===== config.mk =====
export PLATFORM = sky130hd
export DESIGN_NAME = branch_predictor
export DESIGN_NICKNAME = d
export VERILOG_FILES = /design/src/rtl/bpu_pkg.sv /design/src/rtl/sat_counter.sv /design/src/rtl/branch_predictor.sv
export SDC_FILE = /design/constraint.sdc
export NUM_CORES = 2
export LEC_CHECK = 0
export ABC_AREA = 1
export CAP_MARGIN = 15
export CORE_ASPECT_RATIO = 1.2
export CORE_UTILIZATION = 55
export CTS_CLUSTER_SIZE = 10
export DETAILED_ROUTE_END_ITERATION = 8
export PLACE_DENSITY = 0.76
export SLEW_MARGIN = 20
export SYNTH_ARGS = -nofsm -noshare
export SYNTH_HDL_FRONTEND = slang
export SYNTH_SLANG_ARGS = --single-unit
export TNS_END_PERCENT = 10

===== constraint.sdc =====
create_clock -name clk -period 2.8 [get_ports clk]
set_clock_uncertainty 0.1 [all_clocks]
set_input_delay 0.28 -clock clk [delete_from_list [all_inputs] [get_ports clk]]
set_output_delay 0.28 -clock clk [all_outputs]
set_load 0.02 [all_outputs]

===== src/rtl/bpu_pkg.sv =====
// Branch predictor shared definitions.
// Holds the index/tag width helpers, the direction-counter constants and
// the BTB entry layout for the default configuration (32-bit PC, 16
// entries, 2-bit counters).
package bpu_pkg;

    localparam int DEF_XLEN     = 32;
    localparam int DEF_ENTRIES  = 16;
    localparam int DEF_CTR_BITS = 2;

    // PC[1:0] never reach the table, so the index starts at bit 2.
    function automatic int idx_width(input int entries);
        return $clog2(entries);
    endfunction

    function automatic int tag_width(input int xlen, input int entries);
        return xlen - $clog2(entries) - 2;
    endfunction

    // Freshly allocated branches start weakly taken.
    function automatic int weak_t_of(input int ctr_bits);
        return 1 << (ctr_bits - 1);
    endfunction

    function automatic int ctr_max_of(input int ctr_bits);
        return (1 << ctr_bits) - 1;
    endfunction

    localparam int WEAK_T    = weak_t_of(DEF_CTR_BITS);
    localparam int CTR_MAX   = ctr_max_of(DEF_CTR_BITS);
    localparam int DEF_TAG_W = tag_width(DEF_XLEN, DEF_ENTRIES);

    typedef struct packed {
        logic                    valid;
        logic [DEF_TAG_W-1:0]    tag;
        logic [DEF_XLEN-1:0]     target;
        logic [DEF_CTR_BITS-1:0] ctr;
    } btb_entry_t;

endpackage


===== src/rtl/sat_counter.sv =====
// Saturating up/down counter.
// Ports:
//   clk_i, rst_ni  clock, asynchronous active-low reset (clears to 0)
//   clr_i          synchronous clear (highest priority)
//   max_i          force to all-ones
//   ld_i/ld_val_i  load an arbitrary value
//   inc_i, dec_i   saturating step; both together hold the value
//   cnt_o          current count
module sat_counter #(
    parameter int WIDTH = 2
) (
    input  logic             clk_i,
    input  logic             rst_ni,
    input  logic             clr_i,
    input  logic             max_i,
    input  logic             ld_i,
    input  logic [WIDTH-1:0] ld_val_i,
    input  logic             inc_i,
    input  logic             dec_i,
    output logic [WIDTH-1:0] cnt_o
);

    localparam logic [WIDTH-1:0] MAX_VAL = '1;

    logic [WIDTH-1:0] cnt_q, cnt_d;

    always_comb begin
        cnt_d = cnt_q;
        if (clr_i) begin
            cnt_d = '0;
        end else if (max_i) begin
            cnt_d = MAX_VAL;
        end else if (ld_i) begin
            cnt_d = ld_val_i;
        end else if (inc_i && !dec_i) begin
            if (cnt_q != MAX_VAL) cnt_d = cnt_q + 1'b1;
        end else if (dec_i && !inc_i) begin
            if (cnt_q != '0) cnt_d = cnt_q - 1'b1;
        end
    end

    always_ff @(posedge clk_i or negedge rst_ni) begin
        if (!rst_ni) cnt_q <= '0;
        else         cnt_q <= cnt_d;
    end

    assign cnt_o = cnt_q;

endmodule


===== src/rtl/branch_predictor.sv =====
// Direct-mapped branch target buffer with per-entry saturating direction
// counters and saturating branch/mispredict performance counters.
// Ports:
//   clk, rst                 clock, asynchronous active-low reset
//   PCF -> PredTakenF/PredTargetF    fetch-stage lookup (combinational)
//   UpdValidE, UpdJumpE, PCE, TakenE, PCTargetE,
//   PredTakenE, PredTargetE  resolved branch from EX, trains the table
//   MispredictE, RedirectPCE redirect request and corrective PC
//   FlushTbl                 invalidate all entries
//   BranchCount, MissCount   saturating performance counters
module branch_predictor
    import bpu_pkg::*;
#(
    parameter int XLEN     = 32,
    parameter int ENTRIES  = 16,
    parameter int CTR_BITS = 2,
    parameter int CNT_W    = 16
) (
    input  logic             clk,
    input  logic             rst,
    input  logic [XLEN-1:0]  PCF,
    output logic             PredTakenF,
    output logic [XLEN-1:0]  PredTargetF,
    input  logic             UpdValidE,
    input  logic             UpdJumpE,
    input  logic [XLEN-1:0]  PCE,
    input  logic             TakenE,
    input  logic [XLEN-1:0]  PCTargetE,
    input  logic             PredTakenE,
    input  logic [XLEN-1:0]  PredTargetE,
    output logic             MispredictE,
    output logic [XLEN-1:0]  RedirectPCE,
    input  logic             FlushTbl,
    output logic [CNT_W-1:0] BranchCount,
    output logic [CNT_W-1:0] MissCount
);

    localparam int IDX_W = idx_width(ENTRIES);
    localparam int TAG_W = tag_width(XLEN, ENTRIES);
    localparam logic [CTR_BITS-1:0] WEAK_VAL = CTR_BITS'(weak_t_of(CTR_BITS));

    logic [ENTRIES-1:0]  valid_q, valid_d;
    logic [TAG_W-1:0]    tag_q    [ENTRIES];
    logic [TAG_W-1:0]    tag_d    [ENTRIES];
    logic [XLEN-1:0]     target_q [ENTRIES];
    logic [XLEN-1:0]     target_d [ENTRIES];
    logic [CTR_BITS-1:0] ctr_q    [ENTRIES];

    // Fetch-side lookup
    logic [IDX_W-1:0] idx_f;
    logic [TAG_W-1:0] tag_f;
    logic             hit_f;

    assign idx_f       = PCF[IDX_W+1:2];
    assign tag_f       = PCF[XLEN-1:IDX_W+2];
    assign hit_f       = valid_q[idx_f] && (tag_q[idx_f] == tag_f);
    assign PredTakenF  = hit_f && ctr_q[idx_f][CTR_BITS-1];
    assign PredTargetF = hit_f ? target_q[idx_f] : PCF + XLEN'(4);

    // EX-side resolution
    logic             mispredict_raw;
    assign mispredict_raw = UpdValidE &&
                            ((PredTakenE != TakenE) || (TakenE && (PredTargetE != PCTargetE)));
    assign MispredictE = rst && mispredict_raw;
    assign RedirectPCE = !rst ? '0 : (TakenE ? PCTargetE : PCE + XLEN'(4));

    logic [IDX_W-1:0] idx_e;
    logic [TAG_W-1:0] tag_e;
    logic             hit_e;
    logic             upd_en;
    logic             taken_eff;
    logic             alloc_e;
    logic             tgt_wr_e;

    assign idx_e     = PCE[IDX_W+1:2];
    assign tag_e     = PCE[XLEN-1:IDX_W+2];
    assign hit_e     = valid_q[idx_e] && (tag_q[idx_e] == tag_e);
    // A flush in the same cycle suppresses every table write.
    assign upd_en    = UpdValidE && !FlushTbl;
    assign taken_eff = TakenE || UpdJumpE;
    assign alloc_e   = upd_en && !hit_e && taken_eff;
    assign tgt_wr_e  = upd_en && hit_e && taken_eff;

    always_comb begin
        valid_d  = valid_q;
        tag_d    = tag_q;
        target_d = target_q;
        if (FlushTbl) begin
            valid_d = '0;
        end else if (alloc_e) begin
            valid_d[idx_e]  = 1'b1;
            tag_d[idx_e]    = tag_e;
            target_d[idx_e] = PCTargetE;
        end else if (tgt_wr_e) begin
            target_d[idx_e] = PCTargetE;
        end
    end

    always_ff @(posedge clk or negedge rst) begin
        if (!rst) begin
            valid_q <= '0;
            for (int i = 0; i < ENTRIES; i++) begin
                tag_q[i]    <= '0;
                target_q[i] <= '0;
            end
        end else begin
            valid_q  <= valid_d;
            tag_q    <= tag_d;
            target_q <= target_d;
        end
    end

    // Direction counters: a jump always pins its entry to strongly taken,
    // a non-jump allocation starts weakly taken, hits step up/down.
    for (genvar g = 0; g < ENTRIES; g++) begin : g_dir
        logic sel;
        assign sel = upd_en && (idx_e == IDX_W'(g));

        sat_counter #(.WIDTH(CTR_BITS)) u_ctr (
            .clk_i   (clk),
            .rst_ni  (rst),
            .clr_i   (1'b0),
            .max_i   (sel && UpdJumpE),
            .ld_i    (sel && !UpdJumpE && !hit_e && TakenE),
            .ld_val_i(WEAK_VAL),
            .inc_i   (sel && !UpdJumpE && hit_e && TakenE),
            .dec_i   (sel && !UpdJumpE && hit_e && !TakenE),
            .cnt_o   (ctr_q[g])
        );
    end

    // Performance counters are deliberately untouched by FlushTbl.
    sat_counter #(.WIDTH(CNT_W)) u_branch_cnt (
        .clk_i   (clk),
        .rst_ni  (rst),
        .clr_i   (1'b0),
        .max_i   (1'b0),
        .ld_i    (1'b0),
        .ld_val_i('0),
        .inc_i   (UpdValidE),
        .dec_i   (1'b0),
        .cnt_o   (BranchCount)
    );

    sat_counter #(.WIDTH(CNT_W)) u_miss_cnt (
        .clk_i   (clk),
        .rst_ni  (rst),
        .clr_i   (1'b0),
        .max_i   (1'b0),
        .ld_i    (1'b0),
        .ld_val_i('0),
        .inc_i   (MispredictE),
        .dec_i   (1'b0),
        .cnt_o   (MissCount)
    );

endmodule


* After elaboration in Yosys (flattened, before gate mapping)
Index checks and enable logic that the tools add are counted.
** Storage, ports and cells
- Register bits :: 1008
- Input port bits :: 135
- Output and inout bits :: 98
- Logic and storage cells :: 559
** Cells by class
- $add $sub $neg :: 36
- $lt $le $gt $ge :: 6
- Eq/ne operators :: 53
- Mux-type cells :: 127
- Bitwise gates (word level) :: 4
- Reduce and logical (&&, ||, !) cells :: 282
** Operators with widths (count)
- two-way mux 512 bit :: 2
- bitwise mux 512 bit :: 1
- bitwise mux 416 bit :: 1
- binary-select mux 26 bit (select 4 bit) :: 2
- two-way mux 2 bit :: 98
- two-way mux 32 bit :: 6
- logical AND 1 bit :: 173
- two-way mux 26 bit :: 5
- binary-select mux 32 bit (select 4 bit) :: 1
- demux 32 bit (select 4 bit) :: 1
- nonzero test 4 bit :: 32
- demux 26 bit (select 4 bit) :: 1
- adder 32 x 3 -> 32 bit (second input constant) :: 2
- inequality test 4 x 2 -> 1 bit (second input constant) :: 16
- == test 26 bit :: 2
- AND reduction 3 bit :: 16
- zero test 1 bit :: 36
- nonzero test 2 bit :: 18
- adder 16 x 1 -> 16 bit (second input constant) :: 2
- adder 2 x 1 -> 2 bit (second input constant) :: 16
- == test 4 bit (second input constant) :: 8
- two-way mux 16 bit :: 2
- inequality test 16 bit (second input constant) :: 2
- inequality test 2 bit (second input constant) :: 16
- other kinds (20) :: 49

* Depth between registers and ports, before layout
- Depth after elaboration :: 14
- Gate-level depth with buffers :: 24
- Depth with buffers taken out :: 21

* By module
From an unflattened synthesis, not the netlist that was laid out.
** Second synthesis, totals
- Cells, all modules :: 8751
- Area, all modules :: 60180.2 µm²
** By module, submodules not included
- branch_predictor :: times used 1, cells an instance 7593, area an instance 53206.0 µm², sequential area each 23622.7 µm²
- sat_counter (g_dir[0].u_ctr ...) :: times used 16, cells an instance 32, area an instance 200.2 µm², sequential area each 50.0 µm²
- sat_counter (u_miss_cnt) :: times used 1, cells an instance 323, area an instance 1890.6 µm², sequential area each 400.4 µm²
- sat_counter (u_branch_cnt) :: times used 1, cells an instance 323, area an instance 1880.6 µm², sequential area each 400.4 µm²

* Worst setup path before layout
Ideal clock, no wire load.
- Kind :: input-to-output
- From :: input port PCF[2]
- To :: output port PredTakenF
- Data arrival time :: 2.542 ns
- Data required time :: 2.420 ns
- Slack :: -0.122 ns
- Cell stages on the path :: 12
- Buffers on the path :: 7
- Cell sequence :: buf_4 -> inv_2 -> buf_6 -> buf_2 -> buf_2 -> buf_2 -> buf_2 -> buf_1 -> a21oi_1 -> a221oi_1 -> o221ai_1 -> nor3_1
** On the way
- Word-level cells in the longest chain between the ends :: 7
- Elaborated cells on any way between the ends :: 12
- Those cells by class :: eq/ne: 1; mux: 8; bitwise: 1; reduce/logical: 2
** Ends and longest elaborated chain
- start: declaration :: RTL line branch_predictor.sv:21 : input logic [XLEN-1:0] PCF,
- NOT 4 -> 5 bit (implied by the code) :: RTL line branch_predictor.sv:56, branch_predictor.sv:57
- binary-select mux 26 bit (select 4 bit) :: RTL line branch_predictor.sv:56 : assign hit_f = valid_q[idx_f] && (tag_q[idx_f] == tag_f);
- two-way mux 26 bit (implied by the code) (2 in a row) :: RTL line branch_predictor.sv:56
- == test 26 bit :: RTL line branch_predictor.sv:56
- logical AND 1 bit :: RTL line branch_predictor.sv:56
- logical AND 1 bit (*) :: RTL line branch_predictor.sv:57 : assign PredTakenF = hit_f && ctr_q[idx_f][CTR_BITS-1];
- end: declaration :: RTL line branch_predictor.sv:22 : output logic PredTakenF,
Mark *: on every way between the ends. The rest lies on a longest branch, timed or not. The select of a mux whose other input is x is not followed.

* Final worst setup path
- From :: register tag_q[235] (netlist bit)
- To :: output port PredTargetF[8]
** On the way
- Word-level cells in the longest chain between the ends :: 6
** Ends and longest elaborated chain
- start: declaration :: RTL line branch_predictor.sv:43 : logic [TAG_W-1:0] tag_q [ENTRIES];
- start signal: assignment :: RTL line branch_predictor.sv:108 : tag_q <= tag_d;
- binary-select mux 26 bit (select 4 bit) :: RTL line branch_predictor.sv:56
- two-way mux 26 bit (implied by the code) (2 in a row) :: RTL line branch_predictor.sv:56
- == test 26 bit :: RTL line branch_predictor.sv:56
- logical AND 1 bit :: RTL line branch_predictor.sv:56
- two-way mux 32 bit :: RTL line branch_predictor.sv:58 : assign PredTargetF = hit_f ? target_q[idx_f] : PCF + XLEN'(4);
- end: declaration :: RTL line branch_predictor.sv:23 : output logic [XLEN-1:0] PredTargetF,
No other way between the ends. The select of a mux whose other input is x is not followed.

==> impl_metrics.xml <==
<?xml version="1.0" encoding="UTF-8"?>
<metrics>
  <group name="sta">
    <metric name="period_minus_slack" unit="ns">3.63</metric>
    <metric name="timing.fmax" unit="MHz">275</metric>
    <metric name="whs" unit="ns">0.130</metric>
    <metric name="hold_viol_final" unit="">0</metric>
    <metric name="rsz0062_at_grt" unit="">true</metric>
    <metric name="totalNegativeSetupSlack" unit="ns">-53.96</metric>
    <metric name="period_share" unit="%">130</metric>
    <metric name="timing.final.setup_violations" unit="">423</metric>
    <metric name="slew_viols_final" unit="">0</metric>
    <metric name="timing.max_slew.rel_slack" unit="%">27.6</metric>
    <metric name="post-route-worst-setup-slack" unit="ns">-0.834</metric>
    <metric name="timing_worst_slew_pin_value" unit="ns">1.09</metric>
  </group>
  <group name="worst_setup_path">
    <metric name="critPathLaunchType" unit="">flop</metric>
    <metric name="cell_mode_on_critical_path" unit="">nand3_1</metric>
    <metric name="cpPeakStageDelay" unit="ns">0.35</metric>
    <metric name="cp_cell_sequence" unit="">inv_1 -&gt; a21oi_1 -&gt; o21ai_0 -&gt; nand3_1 -&gt; nand3_1 -&gt; nand3_1 -&gt; nand2_1 -&gt; nor2_1 -&gt; nand4_1 -&gt; nor2_1 -&gt; nand2_2 -&gt; nor2_4 -&gt; buf_12 -&gt; buf_16 -&gt; nand2_4 -&gt; o21ai_4 -&gt; buf_6 -&gt; buf_6</metric>
    <metric name="cp_data_required_time" unit="ns">2.42</metric>
    <metric name="setup.worst_path.end_class" unit="">output pin</metric>
    <metric name="slowest_stage" unit="">dfrtp_1</metric>
    <metric name="worst-setup-path-type" unit="">flop to output pin</metric>
    <metric name="arrival" unit="ns">3.25</metric>
    <metric name="critical_path_peak_fanout" unit="">7</metric>
  </group>
  <group name="global_route">
    <metric name="globalRouteOverflowTotal" unit="">0</metric>
    <metric name="via_count_of_the_first_global_routing_pass" unit="">55500</metric>
    <metric name="grt_antenna_before_repair" unit="">4</metric>
    <metric name="largest_net_degree_at_the_start_of_global_routing" unit="">205</metric>
    <metric name="grt_pass1_wl" unit="um">329000</metric>
    <metric name="grt_use_total" unit="%">42.4</metric>
  </group>
  <group name="logic_synthesis">
    <metric name="synth_edf_count" unit="">0</metric>
    <metric name="synthesized_nets" unit="">7831</metric>
    <metric name="synth_top_cell_area_share" unit="%">45.7</metric>
    <metric name="synthDominantAreaCellType" unit="">dfrtp_1</metric>
    <metric name="yosys.cell_types.count" unit="">51</metric>
    <metric name="postSynth.topFlopCell" unit="">dfrtp_1</metric>
    <metric name="async_set_or_reset_register_ratio_after_synthesis" unit="%">100</metric>
    <metric name="syn_area_per_cell" unit="um^2">7.18</metric>
    <metric name="syn_area" unit="mm^2">0.0552</metric>
    <metric name="synth.yosys.seq_area_share" unit="%">45.7</metric>
    <metric name="cells_taking_the_most_area_after_synthesis" unit="">dfrtp_1, nand2_1, o21ai_0</metric>
    <metric name="synthesis.yosys.warnings" unit="">0</metric>
    <metric name="netlist_instances" unit="">7689</metric>
    <metric name="post_synthesis_sequential_element_count" unit="">1008</metric>
  </group>
  <group name="worst_hold_path">
    <metric name="hp-class" unit="">input port to flop</metric>
  </group>
  <group name="clock_network">
    <metric name="root_buffer" unit="">clkbuf_16</metric>
    <metric name="max_clock_buf_depth" unit="">3</metric>
    <metric name="cts_tree" unit="">built</metric>
    <metric name="worst_setup_hold_path_clk_slew" unit="ns">0.06</metric>
    <metric name="worst_skew_pair.late_latency" unit="ns">0.72</metric>
    <metric name="number_of_sinks_on_the_clock_net" unit="">1008</metric>
    <metric name="total_cts_buffers" unit="">113</metric>
    <metric name="htree_num_levels" unit="">3</metric>
  </group>
  <group name="pwr">
    <metric name="power_density" unit="mW/mm^2">597</metric>
    <metric name="total_leakage_power" unit="nW">34.8</metric>
    <metric name="power.ir.vdd_worst" unit="V">0.000633</metric>
  </group>
  <group name="layout">
    <metric name="layout.cells.most_common" unit="">nand2_1</metric>
    <metric name="syn_to_final_growth" unit="%">28.4</metric>
    <metric name="final_cell_area" unit="mm^2">0.0709</metric>
    <metric name="layout_cell_share_with_drive_strength_beyond_1" unit="%">18.5</metric>
    <metric name="commonest_cells_after_routing_fill_and_taps_aside" unit="">nand2_1, o21ai_0, dfrtp_1, buf_4, nor2_1</metric>
    <metric name="layout_nets" unit="">8678</metric>
  </group>
  <group name="drt">
    <metric name="detail_route.first_pass.iterations" unit="">9</metric>
    <metric name="detailed_route_wl" unit="um">223000</metric>
    <metric name="vias" unit="">59500</metric>
    <metric name="drt-vias-per-instance" unit="">6.04</metric>
    <metric name="wl_per_cell" unit="um">22.7</metric>
    <metric name="drtAntennaViolNets" unit="">0</metric>
    <metric name="drt_iter0_drc" unit="">8330</metric>
    <metric name="post-route-drc-count" unit="">0</metric>
  </group>
  <group name="placement">
    <metric name="detailedPlacementHpwl" unit="um">146000</metric>
    <metric name="post_dp_cell_area" unit="mm^2">0.0655</metric>
    <metric name="placement.io_buffers" unit="">232</metric>
    <metric name="place.gp.congestion" unit="">1.05</metric>
  </group>
  <group name="die">
    <metric name="floorplan.die.height" unit="um">349</metric>
    <metric name="io-pin-count" unit="">233</metric>
    <metric name="dieArea" unit="mm^2">0.102</metric>
    <metric name="die-width" unit="um">291</metric>
    <metric name="initial_utilization" unit="%">55.9</metric>
    <metric name="rows" unit="">126</metric>
    <metric name="core-area" unit="mm^2">0.0988</metric>
  </group>
  <group name="outcome">
    <metric name="outcome" unit="">finished with violations</metric>
    <metric name="failing_checks" unit="">negative setup slack</metric>
  </group>
  <group name="job">
    <metric name="timing.max_cap.violations" unit="">0</metric>
  </group>
</metrics>
## power breakdown
group | internal, mW | switching [mW] | leakage (nW) | total, mW
registers | 17.0 | 1.49 | 13.2 | 18.5
clock network | 7.45 | 5.96 | 1.53 | 13.4
logic | 4.41 | 6.00 | 20.1 | 10.4
total | 28.9 | 13.4 | 34.8 | 42.3
## path summary, 6_finish.rpt
path                              start             end  slack (ns)  cells after the start
setup / recovery             tag_q[235]  PredTargetF[8]       -0.83                     18
hold / removal                  PCE[10]      tag_q[342]        0.13                      5
setup reg to reg             tag_q[106]      tag_q[287]       -0.15                     23
hold reg to reg            target_q[37]    target_q[37]        0.38                      2
max in group asynchronous           rst      tag_q[153]        0.57                      5
min in group asynchronous           rst   target_q[210]        0.26                      3
## what timing repair did
item,CTS,global route
resized for setup,471,283
gates cloned,2,14
pin swaps,68,118
hold endpoints to repair,236,0
hold buffers,1,0
endpoints found under the setup margin,461,523
setup buffers,45,23
## metrics by stage
| stage | power [mW] | std cells | util [%] | setup WS (ns) |
|---|---|---|---|---|
| after floorplan | 23.6 | 7689 | - | -0.0751 |
| after global placement | 27.9 | 9634 | 66.2 | -1.24 |
| after detailed placement | 28.3 | 9634 | 66.2 | -1.28 |
| after CTS | 41.8 | 9816 | 70.4 | -0.803 |
| after global routing | 44.2 | 9843 | 71.7 | -0.919 |
| final | 42.3 | 9845 | 71.7 | -0.834 |
## per-layer routing
metal / vias to the layer above / share of wire [%] / GRT usage (%)
met5: - / 0.0099 / 0
met2: 3933 / 44 / 64.5
li1: 26600 / - / -
met1: 28000 / 36 / 53.1
met4: 4 / 7.6 / 27.0
met3: 897 / 13 / 12.1
## registers in the layout, summed over array words and instances, names as in the netlist
| register | count |
|---|---|
| tag_q | 416 |
| g_dir.u_ctr.cnt_o | 32 |
| target_q | 512 |
| u_miss_cnt.cnt_o | 16 |
| u_branch_cnt.cnt_o | 16 |
| valid_q | 16 |
## logic make-up after synthesis
family                     count (synthesis)  share of synthesized area [%]
DFF                                     1008                           45.7
muxes                                      1                         0.0204
xor gates and xnor gates                 100                           1.60
AOI/OAI and AO/OA                       2004                           19.0
and+or+nand+nor                         3408                           24.8
adders and majority gates                  7                          0.159
buffers and inverters                   1161                           8.74
## critical path, delay by kind of cell (launching register included)
family	cells	cell delay, ns
AOI/OAI and AO/OA	3	0.34
buffers and inverters	5	0.63
DFF	1	0.35
and+or+nand+nor	10	1.19
## synth_stat cells, types with 2 or more instances
cell	number
a211o_1	2
a21o_1	3
a21oi_1	254
a221oi_1	2
and2_1	2
buf_1	21
buf_2	153
buf_4	49
buf_6	12
clkbuf_1	316
clkinv_1	18
dfrtp_1	1008
ha_1	7
inv_1	565
inv_2	27
nand2_1	2280
nand2_2	8
nand2_4	10
nand3_1	408
nand3_2	3
nand3b_1	8
nand4_1	50
nor2_1	584
nor2_2	8
nor2_4	2
nor3_1	33
nor3_2	3
nor4_1	4
o2111ai_1	4
o211ai_1	29
o21a_1	6
o21ai_0	1449
o21ai_1	116
o221ai_1	50
o22ai_1	82
xnor2_1	22
xor2_1	77
## final cells by class
class,count,area [um^2]
clock inverter,9,179
timing repair buffer,1283,12100
sequential,1008,25200
antenna,3,7.51
clock buffer,132,2960
fill,7762,28000
multi-input combinational,5520,26500
tap,1280,1600
inverter,610,2320
No activity file was read; power rests on OpenSTA's default activity.
